### src/rtl/cdc_pkg.sv
// Shared types and helpers for the source side of the 4-phase req/ack CDC handshake.
package cdc_pkg;

    typedef enum logic [1:0] {
        IDLE      = 2'd0,
        REQ       = 2'd1,
        RELEASE   = 2'd2,
        ERR_DRAIN = 2'd3
    } hs_state_e;

    function automatic int unsigned tmo_cnt_w(input int unsigned cycles);
        return (cycles == 0) ? 1 : $clog2(cycles + 1);
    endfunction

endpackage

### src/rtl/cdc_bit_sync_rst.sv
// Multi-flop single-bit synchronizer, asynchronously reset to 0.
module cdc_bit_sync_rst #(
    parameter int unsigned SYNC_DEPTH = 2
) (
    input  logic clk,
    input  logic rst,
    input  logic d_in,
    output logic q_out
);

    logic [SYNC_DEPTH-1:0] chain;

    always_ff @(posedge clk or posedge rst) begin
        if (rst) begin
            chain <= '0;
        end else begin
            chain <= {chain[SYNC_DEPTH-2:0], d_in};
        end
    end

    assign q_out = chain[SYNC_DEPTH-1];

endmodule

### src/rtl/cdc_handshake_src.sv
// Source-side 4-phase req/ack controller: holds one word on xfer_data per handshake,
// synchronizes the returning ack and optionally flags a stalled destination.
module cdc_handshake_src
    import cdc_pkg::*;
#(
    parameter int unsigned DATA_W         = 8,
    parameter int unsigned SYNC_DEPTH     = 2,
    parameter int unsigned TIMEOUT_CYCLES = 0
) (
    input  logic              clk,
    input  logic              rst,
    input  logic              s_valid,
    output logic              s_ready,
    input  logic [DATA_W-1:0] s_data,
    output logic [DATA_W-1:0] xfer_data,
    output logic              xfer_req,
    input  logic              xfer_ack_async,
    output logic              xfer_done,
    output logic              busy,
    output logic              timeout_err,
    input  logic              err_clr
);

    hs_state_e state;
    hs_state_e state_next;
    logic      ack_s;
    logic      req_next;
    logic      done_next;
    logic      load_data;
    logic      err_set;
    logic      tmo_hit;

    cdc_bit_sync_rst #(
        .SYNC_DEPTH(SYNC_DEPTH)
    ) u_ack_sync (
        .clk  (clk),
        .rst  (rst),
        .d_in (xfer_ack_async),
        .q_out(ack_s)
    );

    // A stale ack in IDLE must finish its falling phase before a new word is taken.
    assign s_ready = (state == IDLE) && !ack_s;
    assign busy    = (state != IDLE);

    always_comb begin
        state_next = state;
        req_next   = 1'b0;
        done_next  = 1'b0;
        load_data  = 1'b0;
        err_set    = 1'b0;
        case (state)
            IDLE: begin
                if (s_valid && s_ready) begin
                    load_data  = 1'b1;
                    req_next   = 1'b1;
                    state_next = REQ;
                end
            end
            REQ: begin
                if (ack_s) begin
                    done_next  = 1'b1;
                    state_next = RELEASE;
                end else if (tmo_hit) begin
                    err_set    = 1'b1;
                    state_next = ERR_DRAIN;
                end else begin
                    req_next = 1'b1;
                end
            end
            RELEASE: begin
                // A release timeout only flags the error; ERR_DRAIN still waits for ack low.
                if (!ack_s) begin
                    state_next = IDLE;
                end else if (tmo_hit) begin
                    err_set    = 1'b1;
                    state_next = ERR_DRAIN;
                end
            end
            ERR_DRAIN: begin
                if (!ack_s) begin
                    state_next = IDLE;
                end
            end
            default: state_next = IDLE;
        endcase
    end

    always_ff @(posedge clk or posedge rst) begin
        if (rst) begin
            state       <= IDLE;
            xfer_req    <= 1'b0;
            xfer_done   <= 1'b0;
            xfer_data   <= '0;
            timeout_err <= 1'b0;
        end else begin
            state     <= state_next;
            xfer_req  <= req_next;
            xfer_done <= done_next;
            if (load_data) begin
                xfer_data <= s_data;
            end
            if (err_set) begin
                timeout_err <= 1'b1;
            end else if (err_clr) begin
                timeout_err <= 1'b0;
            end
        end
    end

    if (TIMEOUT_CYCLES > 0) begin : g_wdog
        localparam int unsigned CNT_W = tmo_cnt_w(TIMEOUT_CYCLES);
        logic [CNT_W-1:0] cnt;

        always_ff @(posedge clk or posedge rst) begin
            if (rst) begin
                cnt <= '0;
            end else if (state_next != state) begin
                cnt <= '0;
            end else if (((state == REQ) || (state == RELEASE)) && (cnt != '1)) begin
                cnt <= cnt + CNT_W'(1);
            end
        end

        assign tmo_hit = (cnt == CNT_W'(TIMEOUT_CYCLES - 1));
    end else begin : g_no_wdog
        assign tmo_hit = 1'b0;
    end

endmodule

### config.mk
export PLATFORM = sky130hd
export DESIGN_NAME = cdc_handshake_src
export DESIGN_NICKNAME = d
export VERILOG_FILES = /design/src/rtl/cdc_pkg.sv /design/src/rtl/cdc_bit_sync_rst.sv /design/src/rtl/cdc_handshake_src.sv
export SDC_FILE = /design/constraint.sdc
export NUM_CORES = 1
export LEC_CHECK = 0
export ABC_AREA = 0
export CORE_MARGIN = 1.5
export CORE_UTILIZATION = 36
export DETAILED_ROUTE_END_ITERATION = 10
export PLACE_DENSITY = 0.81
export RECOVER_POWER = 25
export SLEW_MARGIN = 20
export SYNTH_ARGS = -nofsm -noshare
export SYNTH_HDL_FRONTEND = slang
export SYNTH_HIERARCHICAL = 1
export SYNTH_SLANG_ARGS = --single-unit
### constraint.sdc
create_clock -name clk -period 1.55 [get_ports clk]
set_input_delay 0.31 -clock clk [delete_from_list [all_inputs] [get_ports clk]]
set_output_delay 0.31 -clock clk [all_outputs]
set_load 0.005 [all_outputs]
==> results.sh <==
export IMPL_status="finished clean"
export IMPL_place_congestion=0.667
export IMPL_vias=384
export IMPL_fin_skew_ps=3.15
export IMPL_n_antenna_cell=0
export IMPL_fin_crit_sh_pct=94.9
export IMPL_routed_wl_um=979
export IMPL_hold_violations=0
export IMPL_fin_nets=81
export IMPL_synth_top_cell_by_area="dfrtp_1"
export IMPL_drive_above_1_share_pct=35.8
export IMPL_drt_vias_per_instance=4.68
export IMPL_path_max_fanout=2
export IMPL_clock_sinks=14
export IMPL_drtAntennaViolNets=0
export IMPL_synthCells=35
export IMPL_cap_violations=0
export IMPL_hp_class="in2async"
export IMPL_dp_hpwl_um=784
export IMPL_postCtsHoldBufs=0
export IMPL_cts_max_level=1
export IMPL_grtUsageTotal_pct=13.9
export IMPL_syn_area_um2=539
export IMPL_area_growth_pct=58.5
export IMPL_yosysTopAreaCellShare_pct=65.0
export IMPL_clk_path_buf_depth=2
export IMPL_grt_pass1_vias=396
export IMPL_clk_pin_slew_ps=80
export IMPL_setup_viol=0
export IMPL_synth_sequential_area_ratio_pct=65.0
export IMPL_core_mm2=0.00135
export IMPL_maxSlewViolCount=0
export IMPL_die_x_um=41.7
export IMPL_cts_inserted_buffers=3
export IMPL_vdd_ir_drop_max_mv=0.602
export IMPL_fin_ws_ps=78.9
export IMPL_synth_nets=48
export IMPL_antenna_found_initial=0
export IMPL_rows=13
export IMPL_drc_errors=0
export IMPL_numPortBuffers=23
export IMPL_path_class="reg2out"
export IMPL_grt_max_degree=13
export IMPL_start_util_pct=39.9
export IMPL_yosys_warnings=6
export IMPL_post_cts_resized=6
export IMPL_max_freq_ghz=0.680
export IMPL_dpl_worst_slack_ps=-125
export IMPL_ys_seq_elements=14
export IMPL_first_pass_iters=2
export IMPL_rsz0062_at_grt="no"
export IMPL_p_leak_nw=0.386
export IMPL_wl_per_cell_um=11.9
export IMPL_clock_latency_ps=270
export IMPL_worstPathRequired_ps=1240
export IMPL_critPathLaunchType="flop"
export IMPL_reg2reg_depth=4
export IMPL_post_cts_buffers=0
export IMPL_cts_root_buf="clkbuf_4"
export IMPL_die_y_um=41.7
export IMPL_p_per_area_mw_per_mm2=1320
export IMPL_timing_rr_end="xfer_data[4]"
export IMPL_grt_pass1_wl_um=1770
export IMPL_whs_ps=345
export IMPL_syn_avg_cell_area_um2=15.4
export IMPL_io_pins=26
export IMPL_ys_types=13
export IMPL_reg2reg_setup_slack_ps=80
export IMPL_grt_overflow_total=0
export IMPL_fin_crit_ps=1470
export IMPL_dieArea_mm2=0.00174
export IMPL_cp_arrival_ps=1160
export IMPL_synth_area_leaders="dfrtp_1 (65%), mux2_2 (17%), nor4b_4 (4.4%)"
export IMPL_cts_tree="built"
export IMPL_r2r_start="state[0]"
export IMPL_crit_path_end_kind="output port"
export IMPL_drt_iter0_drc=3
## area by class of cell
class	count	area, µm²
well taps	15	18.8
repair buffers	29	265
fillers	111	495
flip-flops and latches	14	350
clock buffers	4	36.3
inverters	2	7.51
multi-input cells	18	176
## cells by family (layout without fill, tap and decap cells)
group / Yosys count / after routing / share of synthesized area (%)
multiplexers: 8 / 8 / 16.7
XOR/XNOR: 1 / 1 / 1.62
buffers and inverters: 3 / 35 / 2.79
other: 1 / 1 / 0.695
AND/OR/NAND/NOR: 6 / 6 / 9.98
AO/OA/AOI/OAI: 2 / 2 / 3.25
flip-flops: 14 / 14 / 65.0
## power by group
part	switching, mW	internal, mW	leakage (nW)	total (mW)
clock	0.113	0.143	0.0210	0.256
sequential	0.0423	0.455	0.169	0.498
combinational	0.108	0.271	0.197	0.378
total	0.263	0.869	0.386	1.13
## placed cells by master (no fill, tap or decap)
cell type	count
xnor2_1	1
or2_4	1
inv_1	2
dfrtp_1	14
mux2_2	8
clkbuf_4	3
clkbuf_2	1
buf_4	6
and2_1	1
buf_2	1
and3b_2	1
clkdlybuf4s50_1	19
dlygate4sd3_1	2
conb_1	1
clkbuf_8	1
a22o_2	1
nor4b_4	1
o21a_1	1
nor2_1	2
## per-stage QoR
step | cell area [µm²] | std cells | utilization (%) | total power, mW | setup TNS [ps]
after floorplan | 539 | 35 | - | 0.638 | 0
after global placement | 826 | 78 | 61.2 | 0.881 | -810
after detailed placement | 826 | 78 | 61.2 | 0.896 | -844
after CTS | 858 | 82 | 63.6 | 1.15 | 0
after global routing | 855 | 82 | 63.3 | 1.20 | 0
final | 855 | 82 | 63.3 | 1.13 | 0
## flip-flops by register name, indices dropped and copies added, names as in the netlist
register and flops:
xfer_data 8, state 2, u_ack_sync/chain 2, xfer_done 1, xfer_req 1
## critical path: stages (launching register included)
cell and delay, ps:
dfrtp_1 390, or2_4 250, buf_4 130, buf_2 120
## synth_stat cells, drive strengths merged
cell type / instances
a22o: 1
and2: 1
and3b: 1
buf: 1
conb: 1
dfrtp: 14
inv: 2
mux2: 8
nor2: 2
nor4b: 1
o21a: 1
or2: 1
xnor2: 1
## worst max-delay path by stage
stage / startpoint / slack (ps) / to / cells after the start
6_report: state[0] / 80 / busy / 3
5_1_grt: state[0] / 10 / xfer_data[2] / 4
4_1_cts: state[0] / 10 / s_ready / 3
3_5_place_dp: s_valid / -120 / xfer_data[4] / 4
3_3_place_gp: s_valid / -110 / xfer_data[5] / 4
2_1_floorplan: state[0] / 160 / xfer_data[0] / 2
## per-layer routing
metal  part of all wire [%]  GRT usage, %  vias to the layer above
met1                     40          15.5                      182
li1                       -             -                      181
met5                      0             0                        -
met4                   0.82          7.74                        0
met2                     52          22.2                       19
met3                    7.2          5.65                        2
(Power assumes the default switching activity.)
